--- src/rtl/crc_seq_ctrl.sv ---
// Bit-serial CRC sequencer: latches a per-message CRC configuration, shifts message
// bytes through the CRC register one bit per clock, then reflects/XORs and presents the result.

module crc_reflect #(
  parameter int MAX_BITS      = 32,
  parameter int MAX_BIT_COUNT = 5
) (
  input  logic [MAX_BITS-1:0]      data_in,
  input  logic [MAX_BIT_COUNT-1:0] bitwidth,
  output logic [MAX_BITS-1:0]      data_out
);
  // Mirror bits 0..bitwidth about their centre; everything above the width reads zero.
  genvar gi;
  generate
    for (gi = 0; gi < MAX_BITS; gi++) begin : g_bit
      localparam logic [MAX_BIT_COUNT-1:0] POS = MAX_BIT_COUNT'(gi);
      logic [MAX_BIT_COUNT-1:0] src_idx;
      assign src_idx      = bitwidth - POS;
      assign data_out[gi] = (POS <= bitwidth) ? data_in[src_idx] : 1'b0;
    end
  endgenerate
endmodule

module crc_seq_ctrl #(
  parameter int MAX_BITS      = 32,
  parameter int MAX_BIT_COUNT = 5
) (
  input  logic                     clk,
  input  logic                     rst_n,
  input  logic                     start,
  input  logic [MAX_BIT_COUNT-1:0] cfg_width_m1,
  input  logic [MAX_BITS-1:0]      cfg_poly,
  input  logic [MAX_BITS-1:0]      cfg_init,
  input  logic                     cfg_refin,
  input  logic                     cfg_refout,
  input  logic [MAX_BITS-1:0]      cfg_xorout,
  input  logic                     in_valid,
  input  logic [7:0]               in_data,
  input  logic                     in_last,
  output logic                     in_ready,
  output logic                     crc_valid,
  input  logic                     crc_ready,
  output logic [MAX_BITS-1:0]      crc_out,
  output logic                     busy
);
  typedef enum logic [2:0] {IDLE, WAIT_BYTE, SHIFT, FINAL, DONE} state_t;

  state_t                     state_reg, state_next;
  logic [MAX_BIT_COUNT-1:0]   width_m1_reg, width_m1_next;
  logic [MAX_BITS-1:0]        poly_reg, poly_next;
  logic [MAX_BITS-1:0]        xorout_reg, xorout_next;
  logic                       refin_reg, refin_next;
  logic                       refout_reg, refout_next;
  logic [MAX_BITS-1:0]        crc_reg, crc_next;
  logic [MAX_BITS-1:0]        crc_out_reg, crc_out_next;
  logic [7:0]                 byte_reg, byte_next;
  logic                       last_reg, last_next;
  logic [2:0]                 bit_cnt_reg, bit_cnt_next;

  logic [MAX_BITS-1:0]        mask_in, mask_cur, refl_out;
  logic                       shift_bit, fb;

  function automatic logic [MAX_BITS-1:0] width_mask(input logic [MAX_BIT_COUNT-1:0] w);
    return {MAX_BITS{1'b1}} >> (MAX_BIT_COUNT'(MAX_BITS - 1) - w);
  endfunction

  assign mask_in   = width_mask(cfg_width_m1);
  assign mask_cur  = width_mask(width_m1_reg);
  assign shift_bit = refin_reg ? byte_reg[bit_cnt_reg] : byte_reg[3'd7 - bit_cnt_reg];
  assign fb        = crc_reg[width_m1_reg] ^ shift_bit;

  crc_reflect #(.MAX_BITS(MAX_BITS), .MAX_BIT_COUNT(MAX_BIT_COUNT)) u_reflect (
    .data_in  (crc_reg),
    .bitwidth (width_m1_reg),
    .data_out (refl_out)
  );

  always_ff @(posedge clk) begin
    if (!rst_n) begin
      state_reg    <= IDLE;
      width_m1_reg <= '0;
      poly_reg     <= '0;
      xorout_reg   <= '0;
      refin_reg    <= 1'b0;
      refout_reg   <= 1'b0;
      crc_reg      <= '0;
      crc_out_reg  <= '0;
      byte_reg     <= '0;
      last_reg     <= 1'b0;
      bit_cnt_reg  <= '0;
    end else begin
      state_reg    <= state_next;
      width_m1_reg <= width_m1_next;
      poly_reg     <= poly_next;
      xorout_reg   <= xorout_next;
      refin_reg    <= refin_next;
      refout_reg   <= refout_next;
      crc_reg      <= crc_next;
      crc_out_reg  <= crc_out_next;
      byte_reg     <= byte_next;
      last_reg     <= last_next;
      bit_cnt_reg  <= bit_cnt_next;
    end
  end

  always_comb begin
    state_next    = state_reg;
    width_m1_next = width_m1_reg;
    poly_next     = poly_reg;
    xorout_next   = xorout_reg;
    refin_next    = refin_reg;
    refout_next   = refout_reg;
    crc_next      = crc_reg;
    crc_out_next  = crc_out_reg;
    byte_next     = byte_reg;
    last_next     = last_reg;
    bit_cnt_next  = bit_cnt_reg;
    case (state_reg)
      IDLE: begin
        if (start) begin
          // Poly and xorout are pre-masked so the datapath never sees bits above width.
          width_m1_next = cfg_width_m1;
          poly_next     = cfg_poly & mask_in;
          xorout_next   = cfg_xorout & mask_in;
          refin_next    = cfg_refin;
          refout_next   = cfg_refout;
          crc_next      = cfg_init & mask_in;
          state_next    = WAIT_BYTE;
        end
      end
      WAIT_BYTE: begin
        if (in_valid) begin
          byte_next    = in_data;
          last_next    = in_last;
          bit_cnt_next = '0;
          state_next   = SHIFT;
        end
      end
      SHIFT: begin
        crc_next     = ((crc_reg << 1) & mask_cur) ^ (fb ? poly_reg : '0);
        bit_cnt_next = bit_cnt_reg + 3'd1;
        if (bit_cnt_reg == 3'd7) state_next = last_reg ? FINAL : WAIT_BYTE;
      end
      FINAL: begin
        crc_out_next = (refout_reg ? refl_out : crc_reg) ^ xorout_reg;
        state_next   = DONE;
      end
      DONE: begin
        if (crc_ready) state_next = IDLE;
      end
      default: state_next = IDLE;
    endcase
  end

  assign in_ready  = (state_reg == WAIT_BYTE);
  assign crc_valid = (state_reg == DONE);
  assign busy      = (state_reg != IDLE);
  assign crc_out   = crc_out_reg;
endmodule

--- config.mk ---
export PLATFORM = sky130hd
export DESIGN_NAME = crc_seq_ctrl
export DESIGN_NICKNAME = d
export VERILOG_FILES = /design/src/rtl/crc_seq_ctrl.sv
export SDC_FILE = /design/constraint.sdc
export NUM_CORES = 1
export LEC_CHECK = 0
export CAP_MARGIN = 5
export CORE_MARGIN = 3
export CORE_UTILIZATION = 45
export CTS_BUF_LIST = sky130_fd_sc_hd__clkbuf_8 sky130_fd_sc_hd__clkbuf_16
export CTS_CLUSTER_DIAMETER = 80
export CTS_CLUSTER_SIZE = 24
export DETAILED_ROUTE_END_ITERATION = 8
export HOLD_SLACK_MARGIN = 0.15
export PLACE_DENSITY_LB_ADDON = 0.25
export SETUP_SLACK_MARGIN = 0.5
export SLEW_MARGIN = 5
export SYNTH_ARGS = -nofsm -noshare
export SYNTH_HDL_FRONTEND = slang
export SYNTH_SLANG_ARGS = --single-unit
export TNS_END_PERCENT = 20
--- constraint.sdc ---
create_clock -name clk -period 5.94 [get_ports clk]
set_clock_uncertainty 0.1 [all_clocks]
set_input_delay 1.188 -clock clk [delete_from_list [all_inputs] [get_ports clk]]
set_output_delay 1.188 -clock clk [all_outputs]
set_load 0.02 [all_outputs]
# Word level (Yosys, flattened, before mapping)
# Index checks and enable logic that the tools add are counted.
# op_classes
add_sub_neg,35
mul,0
n_div,0
magnitude_cmp,66
n_eq_ne,9
shift,2
n_mux,113
bitwise_logic,7
n_reduce_logical,9
# ops
cell,count
$lt A5 B6 Y1 const B,32
$bmux W1 S5,32
$and A32 B32 Y32,4
$mux W32,3
$le A5 B5 Y1 const A,16
$sub A5 B5 Y5 const B,16
$mux W1,67
$pmux W32 S2,1
$shr A32 B5 Y32 const A,2
$xor A32 B32 Y32,2
$le A4 B5 Y1 const A,8
$sub A5 B4 Y5 const B,8
$le A3 B5 Y1 const A,4
$sub A5 B3 Y5 const B,4
$mux W3,5
$pmux W3 S5,1
$le A1 B5 Y1 const A,2
$le A2 B5 Y1 const A,2
$sub A5 B2 Y5 const B,2
$sub A5 B5 Y5 const A,2
$lt A3 B4 Y1 const B,2
$reduce_and A2 Y1,4
$bmux W1 S3,2
$eq A3 B2 Y1 const B,2
other kinds (14),18
# totals
ff_bits,150
latchBits,0
ramBits,0
mem_bits_ro,0
elab_cells,252
memories,0

# Depth between registers and ports, before layout
# Gate-level depths: netlist of the first run.
# logic_depth
word_depth,8
mapped_depth,13
ltp_nobuf,9

# Modules after synthesis
# From an unflattened synthesis of the first run, not the netlist that was laid out.
# unflattened
hier_cells,1331
hier_area_um2,11591.1
# by_module_without_submodules
module,instances,cells_per_inst,area_each_um2
crc_seq_ctrl,1,990,8041.5
crc_reflect,1,341,3549.7

# Worst setup path before layout of the first run
# Ideal clock, no wire load.
# synth_path
kind,register to register
from,register width_m1_reg[1]
to,register crc_out_reg[23] (netlist: crc_out[23])
arrival_time_ns,3.360
t_required_ns,5.781
setup_slack_ns,2.421
path_stages_with_launch,14
n_path_buf,5
period_less_slack_ns,3.519
path_cell_list,dfxtp_1 > buf_4 > buf_6 > buf_2 > inv_1 > ha_1 > buf_2 > buf_6 > mux4_2 > mux4_2 > mux2_2 > nand3_1 > mux2i_1 > a22o_1
# synth_via
elab_chain_len,6
elab_cells_between_ends,7
cone_classes,1 x add/sub; 1 x order compare; 4 x mux; 1 x bitwise
# synth_lines
item,line,source
from (decl),49,"logic [MAX_BIT_COUNT-1:0] width_m1_reg, width_m1_next;"
from (signal assigned),93,width_m1_reg <= width_m1_next;
$sub A5 B5 Y5,18,assign src_idx = bitwidth - POS;
$bmux W1 S5,19,assign data_out[gi] = (POS <= bitwidth) ? data_in[src_idx] : 1'b0;
$mux W1 (not written as such),19,
$mux W1 (*),19,
$mux W32 (*),145,crc_out_next = (refout_reg ? refl_out : crc_reg) ^ xorout_reg;
$xor A32 B32 Y32 (*),145,
to (signal assigned),99,crc_out_reg <= crc_out_next;
to (decl),55,"logic [MAX_BITS-1:0] crc_out_reg, crc_out_next;"
# Every way passes the cells marked *; elsewhere a longest branch is shown, timed or not. The select of a mux whose other input is x is not followed.
# A chain may end at the register's enable or synchronous reset.

# Worst setup path after layout of the first run
# layout_path
from,register width_m1_reg[1]
to,register crc_out_reg[31] (netlist: crc_out[31])
# The elaborated chain is that of the path after synthesis.

==> reports/qor.yml, run 1 <==
logic_synthesis:
  synth-adder-area-share_pct: 3.62
  synthTopCellsByArea: "dfxtp_1 26%, mux4_2 17%, nand2_1 6.6%"
  synth-compound-area-share_pct: 18.5
  yosys_warnings: 0
  ys_ff_latch: 150
  synthXorXnorAreaFrac_pct: 4.37
  synth_edf_count: 0
  synth.mux.area_fraction_pct: 22.2
  yosys_most_used_dff: "dfxtp_1"
  ys_top_cells_by_count: "206 x nand2_1, 150 x dfxtp_1, 87 x mux4_2"
  synth-seq-area-share_pct: 25.6
  syn_area_mm2: 0.0117
  synth_top_family_by_area: "multiplexers"
  avgSynthCellArea_um2: 8.97
  synth_cell_types: 64
  yosysMostFrequentCell: "nand2_1"
  syn_inst: 1309
  syn_nets: 1460
  yosysTopAreaCellShare_pct: 25.6
  synthSimpleGateAreaFrac_pct: 20.8
  synth-async-reset-ratio_pct: 0
  yosys.area.top_type: "dfxtp_1"
floorplanning:
  coreArea_mm2: 0.0254
  rows: 58
  pin_count: 152
  die_y_um: 167
  dieArea_mm2: 0.0281
  fp.dieW_um: 167
  start_util_pct: 46.2
clocking:
  cts_made_buffers: 17
  cts-root-buf: "clkbuf_16"
  htreeDepth: 4
  clk_latency_ns: 0.44
  cts_setup_buffers: 0
  cts_resized: 0
  cts_max_path_buffers: 2
  holdBufCountCts: 0
  cts_tree: "done"
  clkTransAtPathRegs_ns: 0.06
  tritoncts_num_sinks: 150
finish:
  drive_gt1_share_pct: 13.8
  n_antenna_cell: 0
  final_cells: 1728
  nNetsFinal: 1536
  syn2layout_area_growth_pct: 18.7
  fillers: 2336
routing:
  drt_wl_total_um: 44300
  drt_iter0_drc: 1439
  num_vias: 11270
  wl_per_cell_um: 25.6
  ant_nets: 0
  viasPerCell: 6.52
  drc: 0
  drt_pass1_iterations: 8
critical_path:
  worst_path_most_repeated_cell: "mux4_2"
  slowest_delay_ns: 0.82
  criticalPathCategory: "reg2reg"
  cpMaxStageDelayCell: "ha_1"
  cp-start-kind: "flop"
  cp-end-kind: "flop"
  cp.arrival_ns: 4.40
  crit_required_ns: 6.21
  path_cells: "buf_4, inv_1, ha_1, mux4_2, mux4_2, mux2_2, nand3_1, mux2i_1, a22o_1"
  path_max_fanout: 33
place:
  globalplace.congestion: 0.958
  io_buffer_count: 151
  dp_cells: 1696
  post-dp-hpwl_um: 31200
timing:
  fin_crit_ns: 4.14
  grt_setup_unrepaired: "false"
  clock.fmax_mhz: 242
  hold_viol: 0
  setup_viol: 0
  relSlewSlack_pct: 26.5
  tightest_slew_ns: 1.10
  slew_violations: 0
  fin_crit_sh_pct: 69.7
  tns_ns: 0
pwr:
  p_total_w: 0.00532
  peakVddDrop_uv: 203
  p_leak_nw: 4.92
  powerDensity_mw_per_mm2: 382
global_route:
  met3_usage_pct: 9.23
  grt-busiest-layer: "met2"
  track_usage_pct: 30.8
  grt_pass1_wl_um: 66300
  antenna_found_initial: 0
  use_met2_pct: 45.3
  grtUsageMet1_pct: 42.9
  grt_pass1_vias: 10567
  grt_max_degree: 113
  overflow: 0
worst_hold_path:
  worst_hold_path_type: "reg2reg"
run:
  cap_violations: 0
status:
  status: "finished, final reports clean"
final timing paths:
kind	start	to	slack, ns	cells after the start
min reg2reg	byte_reg[6]$_SDFFE_PN0P_	byte_reg[6]$_SDFFE_PN0P_	0.38	2
max reg2reg	width_m1_reg[1]$_SDFFE_PN0P_	crc_out[31]$_SDFFE_PN0P_	1.80	9
min	byte_reg[6]$_SDFFE_PN0P_	byte_reg[6]$_SDFFE_PN0P_	0.38	2
max	width_m1_reg[1]$_SDFFE_PN0P_	crc_out[31]$_SDFFE_PN0P_	1.80	9
placed cells by master (no fill, tap or decap), types with 44 or more instances in the layout:
cell	instances
nand3_1	74
dfxtp_1	147
nor2b_1	48
xnor2_1	45
a22oi_1	47
clkdlybuf4s50_1	150
mux2i_1	57
a21boi_0	44
a21oi_1	64
nand2_1	205
mux4_2	87
through the flow:
| step | setup WS, ns | cell area, um^2 | util, % | hold slack [ns] |
|---|---|---|---|---|
| 2_1_floorplan | 2.42 | 11700 | - | 0.344 |
| 3_3_place_gp | 1.88 | 13300 | 52.4 | 0.358 |
| 3_5_place_dp | 1.81 | 13300 | 52.4 | 0.364 |
| 4_1_cts | 1.79 | 13900 | 54.8 | 0.375 |
| 5_1_grt | 1.51 | 13900 | 54.8 | 0.394 |
| 6_report | 1.80 | 13900 | 54.8 | 0.379 |
critical path, delay by kind of cell (launching register included):
family	cells	cell delay (ns)
fa+ha+maj	1	0.82
simple gates	1	0.09
buf+inv	2	0.69
compound gates	1	0.15
mux	4	1.68
flops	1	0.53
cell families (layout without fill, tap and decap cells):
group / Yosys count / after routing
XOR/XNOR: 53 / 53
multiplexers: 151 / 151
buffers and inverters: 134 / 223
flip-flops: 150 / 150
adder cells (fa/ha/maj): 34 / 34
AND/OR/NAND/NOR: 484 / 484
AO/OA/AOI/OAI: 303 / 303
layout make-up:
type	instances	area [um^2]	area share [%]
tap	330	413	2.96
multi-input combinational	1025	8170	58.7
inverter	22	82.6	0.593
clock buffer	17	425	3.05
sequential	150	3010	21.6
clock inverter	15	183	1.31
timing repair buffer	169	1640	11.8
layer usage:
layer,part of all wire [%],up-vias
met3,12,117
met2,43,685
met5,0,-
met1,41,5448
li1,-,5020
met4,4.0,0
report_power, final:
group | switching, W | internal (W) | leakage (nW) | total [W]
sequential | 0.000428 | 0.00116 | 1.22 | 0.00159
clock | 0.000529 | 0.000641 | 0.301 | 0.00117
combinational | 0.00142 | 0.00114 | 3.39 | 0.00256
total | 0.00238 | 0.00294 | 4.92 | 0.00532
(Power assumes the default switching activity.)
==> inputs of run 2 (changes only) <==
==> constraint.sdc (replaced) <==
create_clock -name clk -period 3.55 [get_ports clk]
set_clock_uncertainty 0.1 [all_clocks]
set_input_delay 0.71 -clock clk [delete_from_list [all_inputs] [get_ports clk]]
set_output_delay 0.71 -clock clk [all_outputs]
set_load 0.02 [all_outputs]
==> reports/qor.yml, run 2 (synthesis results as in run 1) <==
timing:
  clock.fmax_mhz: 333  # +38%
  fin_crit_ns: 3.00  # -1.14 ns
  tns_ns: 0  # unchanged
  fin_crit_sh_pct: 84.5  # +15 points
  slew_violations: 0  # unchanged
  grt_setup_unrepaired: "true"
  hold_viol: 0  # unchanged
  setup_viol: 0  # unchanged
  tightest_slew_ns: 1.09  # -0.0157 ns
  setup_ws_ns: 0.550  # -1.25 ns
  relSlewSlack_pct: 27.5  # +1.0 points
critical_path:
  cp-end-kind: "flop"
  path_max_fanout: 12  # -64%
  cp-start-kind: "flop"
  criticalPathCategory: "reg2reg"
  crit_required_ns: 3.79  # -2.42 ns
  cp.arrival_ns: 3.24  # -1.16 ns
routing:
  viasPerCell: 6.50  # -0.27%
  drt_wl_total_um: 44600  # +0.82%
  wl_per_cell_um: 25.2  # -1.7%
  ant_nets: 0  # unchanged
  num_vias: 11532  # +2.3%
  drc: 0  # unchanged
  drt_iter0_drc: 1453  # +0.97%
  drt_pass1_iterations: 6  # -2
finish:
  drive_gt1_share_pct: 16.9  # +3.1 points
  final_cell_mix: "205 x nand2_1, 150 x clkdlybuf4s50_1, 146 x dfxtp_1"
  n_antenna_cell: 0  # unchanged
  nNetsFinal: 1581  # +2.9%
  layout_commonest_cell: "nand2_1"
  syn2layout_area_growth_pct: 22.4
  fillers: 2314  # -0.94%
floorplanning:
  dieArea_mm2: 0.0281  # unchanged
  rows: 58  # unchanged
  fp.dieW_um: 167  # unchanged
  coreArea_mm2: 0.0254  # unchanged
  pin_count: 152  # unchanged
  die_y_um: 167  # unchanged
  start_util_pct: 46.2  # unchanged
global_route:
  grt_pass1_wl_um: 67000  # +1.0%
  antenna_found_initial: 0  # unchanged
  track_usage_pct: 31.1  # +0.28 points
  grt_max_degree: 136  # +20%
  grt_pass1_vias: 10714  # +1.4%
  overflow: 0  # unchanged
clocking:
  tritoncts_num_sinks: 150  # unchanged
  cts_made_buffers: 17  # unchanged
  cts_tree: "done"
  clk_latency_ns: 0.44  # about the same
  cts_max_path_buffers: 2  # unchanged
  htreeDepth: 4  # unchanged
  clkTransAtPathRegs_ns: 0.08  # +0.02 ns
  cts_setup_buffers: 0  # unchanged
  cts-root-buf: "clkbuf_16"
  holdBufCountCts: 0  # unchanged
place:
  pre_cts_slack_ns: 0.406  # -1.41 ns
  io_buffer_count: 151  # unchanged
  post-dp-hpwl_um: 32600  # +4.6%
  globalplace.congestion: 0.983  # +2.6%
pwr:
  powerDensity_mw_per_mm2: 634  # +66%
  peakVddDrop_uv: 418  # +110%
  p_leak_nw: 5.17  # +5.2%
status:
  status: "finished, final reports clean"
run:
  cap_violations: 0  # unchanged
worst_hold_path:
  worst_hold_path_type: "reg2reg"
[run 2: path summary, 6_finish.rpt]
check	end	cells after the start	slack [ns]	start
max	crc_out[6]$_SDFFE_PN0P_	9	0.55	width_m1_reg[2]$_SDFFE_PN0P_
min	poly_reg[0]$_SDFFE_PN0P_	2	0.38	poly_reg[0]$_SDFFE_PN0P_
max reg2reg	crc_out[6]$_SDFFE_PN0P_	9	0.55	width_m1_reg[2]$_SDFFE_PN0P_
min reg2reg	poly_reg[0]$_SDFFE_PN0P_	2	0.38	poly_reg[0]$_SDFFE_PN0P_
[run 2: per-layer routing]
metal / share of wire (%) / GRT usage, % / vias to the layer above / wire (um)
met2: 44 / 46.4 / 710 / 19800
met3: 11 / 6.85 / 101 / 4770
met5: 0 / 0 / - / 0
met4: 3.4 / 9.96 / 0 / 1530
met1: 42 / 44.9 / 5604 / 18500
li1: - / - / 5117 / -
[run 2: repair_timing]
action | 4_1_cts | 5_1_grt
gates resized for setup | 3 | 5
hold endpoints to repair | 0 | 0
endpoints found under the setup margin | 27 | 42
[run 2: layout make-up]
cell class / instances / area (um^2) / area share [%]
clock inverters: 15 / 164 / 1.14
repair buffers: 214 / 2060 / 14.4
flip-flops and latches: 150 / 3010 / 20.9
well taps: 330 / 413 / 2.87
multi-input cells: 1025 / 8210 / 57.1
inverters: 22 / 87.6 / 0.609
clock buffers: 17 / 425 / 2.96
[run 2: worst max-delay path, stage by stage, from the launching register on]
cell     delay [ns]
dfxtp_1        0.51
ha_1           0.23
inv_1          0.08
ha_1           0.60
mux4_2         0.38
mux2i_1        0.23
mux4_2         0.30
mux2i_1        0.18
a21oi_1        0.09
a31o_1         0.22
[run 2: per-stage QoR]
step	cells	utilization, %	hold slack (ns)	total power [W]	cell area, um^2
after detailed placement	1741	54.1	0.361	0.00710	13700
after global routing	1773	56.6	0.401	0.00951	14400
after global placement	1741	54.1	0.347	0.00706	13700
after floorplan	1309	-	0.344	0.00555	11800
final	1773	56.6	0.376	0.00912	14400
after CTS	1773	56.5	0.372	0.00898	14300
[run 2: where the power goes]
| part | switching, W | leakage (nW) | internal (W) |
|---|---|---|---|
| Combinational | 0.00274 | 3.66 | 0.00211 |
| Sequential | 0.000437 | 1.22 | 0.00195 |
| Clock | 0.000887 | 0.285 | 0.00100 |
==> inputs of run 3 (changes only) <==
==> constraint.sdc (replaced) <==
create_clock -name clk -period 2.6 [get_ports clk]
set_clock_uncertainty 0.1 [all_clocks]
set_input_delay 0.52 -clock clk [delete_from_list [all_inputs] [get_ports clk]]
set_output_delay 0.52 -clock clk [all_outputs]
set_load 0.02 [all_outputs]
==> reports/qor.yml, run 3 (synthesis results as in run 1) <==
status:
  status: "complete, but fails checks"
  violations: "negative setup slack"
timing:
  grt_setup_unrepaired: "true"
  relSlewSlack_pct: 55.2  # +28 points
  fin_crit_sh_pct: 106  # +22 points
  clock.fmax_mhz: 363  # +8.8%
  worst_hold_slack_ns: 0.376  # +0.000809 ns
  fin_crit_ns: 2.76  # -0.243 ns
  setup_ws_ns: -0.157  # -0.707 ns
  hold_viol: 0  # unchanged
  tightest_slew_ns: 0.672  # -0.415 ns
  slew_violations: 0  # unchanged
  setup_viol: 42  # +42
clocking:
  clkTransAtPathRegs_ns: 0.07  # about the same
  holdBufCountCts: 0  # unchanged
  clk_latency_ns: 0.45  # about the same
  tritoncts_num_sinks: 150  # unchanged
  cts_made_buffers: 17  # unchanged
  cts-root-buf: "clkbuf_16"
  cts_max_path_buffers: 2  # unchanged
  cts_tree: "done"
  htreeDepth: 4  # unchanged
finish:
  nNetsFinal: 1755  # +11%
  layout_commonest_cell: "buf_4"
  fillers: 2144  # -7.3%
  drive_gt1_share_pct: 29.0  # +12 points
  n_antenna_cell: 0  # unchanged
  final_cell_mix: "207 x buf_4, 205 x nand2_1, 144 x clkdlybuf4s50_1"
  syn2layout_area_growth_pct: 37.8
  final_cells: 1947  # +9.8%
critical_path:
  cp.depth: 9  # unchanged
  criticalPathCategory: "reg2reg"
  crit_family: "multiplexers"
  path_cells: "inv_6, ha_4, buf_12, mux4_2, mux4_2, mux2_2, nand3_2, mux2i_1, a22o_1"
  cp-end-kind: "flop"
  ff2ff_path_depth: 9  # unchanged
  endpoint: "crc_out[23]$_SDFFE_PN0P_"
  worst_path_most_repeated_cell: "mux4_2"
  path_max_fanout: 4  # -8
  r2r-start: "width_m1_reg[1]$_SDFFE_PN0P_"
  crit_buf_inv: 2  # +1
  startpoint: "width_m1_reg[1]$_SDFFE_PN0P_"
  cp.arrival_ns: 3.04  # -0.20 ns
  r2r_end: "crc_out[23]$_SDFFE_PN0P_"
  cpMaxStageDelayCell: "mux4_2"
  cp-start-kind: "flop"
  slowest_delay_ns: 0.55  # -0.05 ns
  r2r_setup_slack_ns: -0.16  # -0.71 ns
  crit_required_ns: 2.88  # -0.91 ns
floorplanning:
  coreArea_mm2: 0.0254  # unchanged
  dieArea_mm2: 0.0281  # unchanged
  rows: 58  # unchanged
  fp.dieW_um: 167  # unchanged
  pin_count: 152  # unchanged
  die_y_um: 167  # unchanged
  start_util_pct: 46.2  # unchanged
routing:
  drt_pass1_iterations: 6  # unchanged
  drt_wl_total_um: 47300  # +5.9%
  maxUsedRoutingLayer: "met4"
  num_vias: 12145  # +5.3%
  wl_per_cell_um: 24.3  # -3.6%
  dr_wl_met2_um: 21500  # +8.4%
  ant_nets: 0  # unchanged
  wl_met1_um: 19500  # +4.9%
  wl_met3_um: 4590  # -3.6%
  drc: 0  # unchanged
  viasPerCell: 6.24  # -4.1%
  drt_iter0_drc: 1528  # +5.2%
pwr:
  internal-power_w: 0.00808  # +60%
  power_frac_clock_pct: 18.7  # -2.0 points
  p_leak_nw: 6.22  # +20%
  peakVddDrop_uv: 552  # +32%
  powerDensity_mw_per_mm2: 870  # +37%
  power_frac_comb_pct: 57.9  # +4.8 points
  p_sw_share_pct: 42.6  # -2.0 points
  pwr-share-seq_pct: 23.4  # -2.7 points
  power.switching_w: 0.00599  # +47%
global_route:
  grt_pass1_wl_um: 70000  # +4.5%
  overflow: 0  # unchanged
  track_usage_pct: 32.4  # +1.3 points
  antenna_found_initial: 0  # unchanged
  grt_pass1_vias: 11636  # +8.6%
  grt_max_degree: 152  # +12%
place:
  io_buffer_count: 151  # unchanged
  post-dp-hpwl_um: 35400  # +8.7%
  globalplace.congestion: 1.05  # +6.7%
  dp_cells: 1890  # +8.6%
worst_hold_path:
  worst_hold_path_type: "reg2reg"
  min-delay-start: "crc_out[0]$_SDFFE_PN0P_"
run:
  cap_violations: 0  # unchanged
run 3: cell types whose count changed in the layout (fill, tap and decap cells not counted), sizes merged, moves of 2 or more:
cell	change
inv	-2
clkdlybuf4s50	-6
clkinv	+3
buf	+173
dlymetal6s2s	+5
run 3: layout make-up:
cell class / count / area, um^2 / share of cell area, %
tap: 330 / 413 / 2.55
clock inverter: 15 / 181 / 1.12
inverter: 22 / 95.1 / 0.588
clock buffer: 17 / 425 / 2.63
multi-input combinational: 1025 / 8470 / 52.4
sequential: 150 / 3020 / 18.7
timing repair buffer: 388 / 3560 / 22.0
run 3: tightest hold or removal path: cells and delay by family, from the launching register on:
kind,cells,cell delay (ns)
flops,1,0.32
simple gates,1,0.06
compound gates,1,0.05
run 3: worst min-delay path by stage:
stage	slack, ns	depth (start not counted)	to
2_1_floorplan	0.34	2	poly_reg[0]$_SDFFE_PN0P_
3_3_place_gp	0.36	2	poly_reg[0]$_SDFFE_PN0P_
3_5_place_dp	0.37	2	crc_out[0]$_SDFFE_PN0P_
4_1_cts	0.38	2	crc_out[0]$_SDFFE_PN0P_
5_1_grt	0.41	2	poly_reg[23]$_SDFFE_PN0P_
6_report	0.38	2	crc_out[0]$_SDFFE_PN0P_
run 3: metrics by stage:
stage               total power [W]  setup WS (ns)  TNS [ns]  utilization (%)  cell area (um^2)
CTS                          0.0137         -0.117    -0.603             62.9             16000
floorplan                   0.00759         -0.566     -6.06                -             11800
finish                       0.0141         -0.157     -2.45             63.7             16200
detailed placement           0.0107         -0.236     -4.00             59.0             15000
global route                 0.0146         -0.200     -5.77             63.7             16200
global placement             0.0106         -0.142     -1.47             59.0             15000
run 3: power groups by stage:
| stage | combinational, W | clock (W) | sequential [W] |
|---|---|---|---|
| 6_report | 0.00815 | 0.00263 | 0.00328 |
| 5_1_grt | 0.00858 | 0.00274 | 0.00330 |
| 4_1_cts | 0.00780 | 0.00265 | 0.00324 |
| 3_5_place_dp | 0.00743 | 0 | 0.00328 |
| 3_3_place_gp | 0.00732 | 0 | 0.00327 |
| 2_1_floorplan | 0.00453 | 0 | 0.00306 |
run 3: layer usage:
metal,up-vias,track usage (%)
met1,5873,45.6
met3,115,5.41
met5,-,0
met4,0,10.9
li1,5450,-
met2,707,50.9
run 3: timing repair:
item                       4_1_cts  5_1_grt
pin swaps                       15       12
gates resized for setup         67       27
setup buffers                   16        8
cloned                           0        1
setup endpoints to repair       89       79
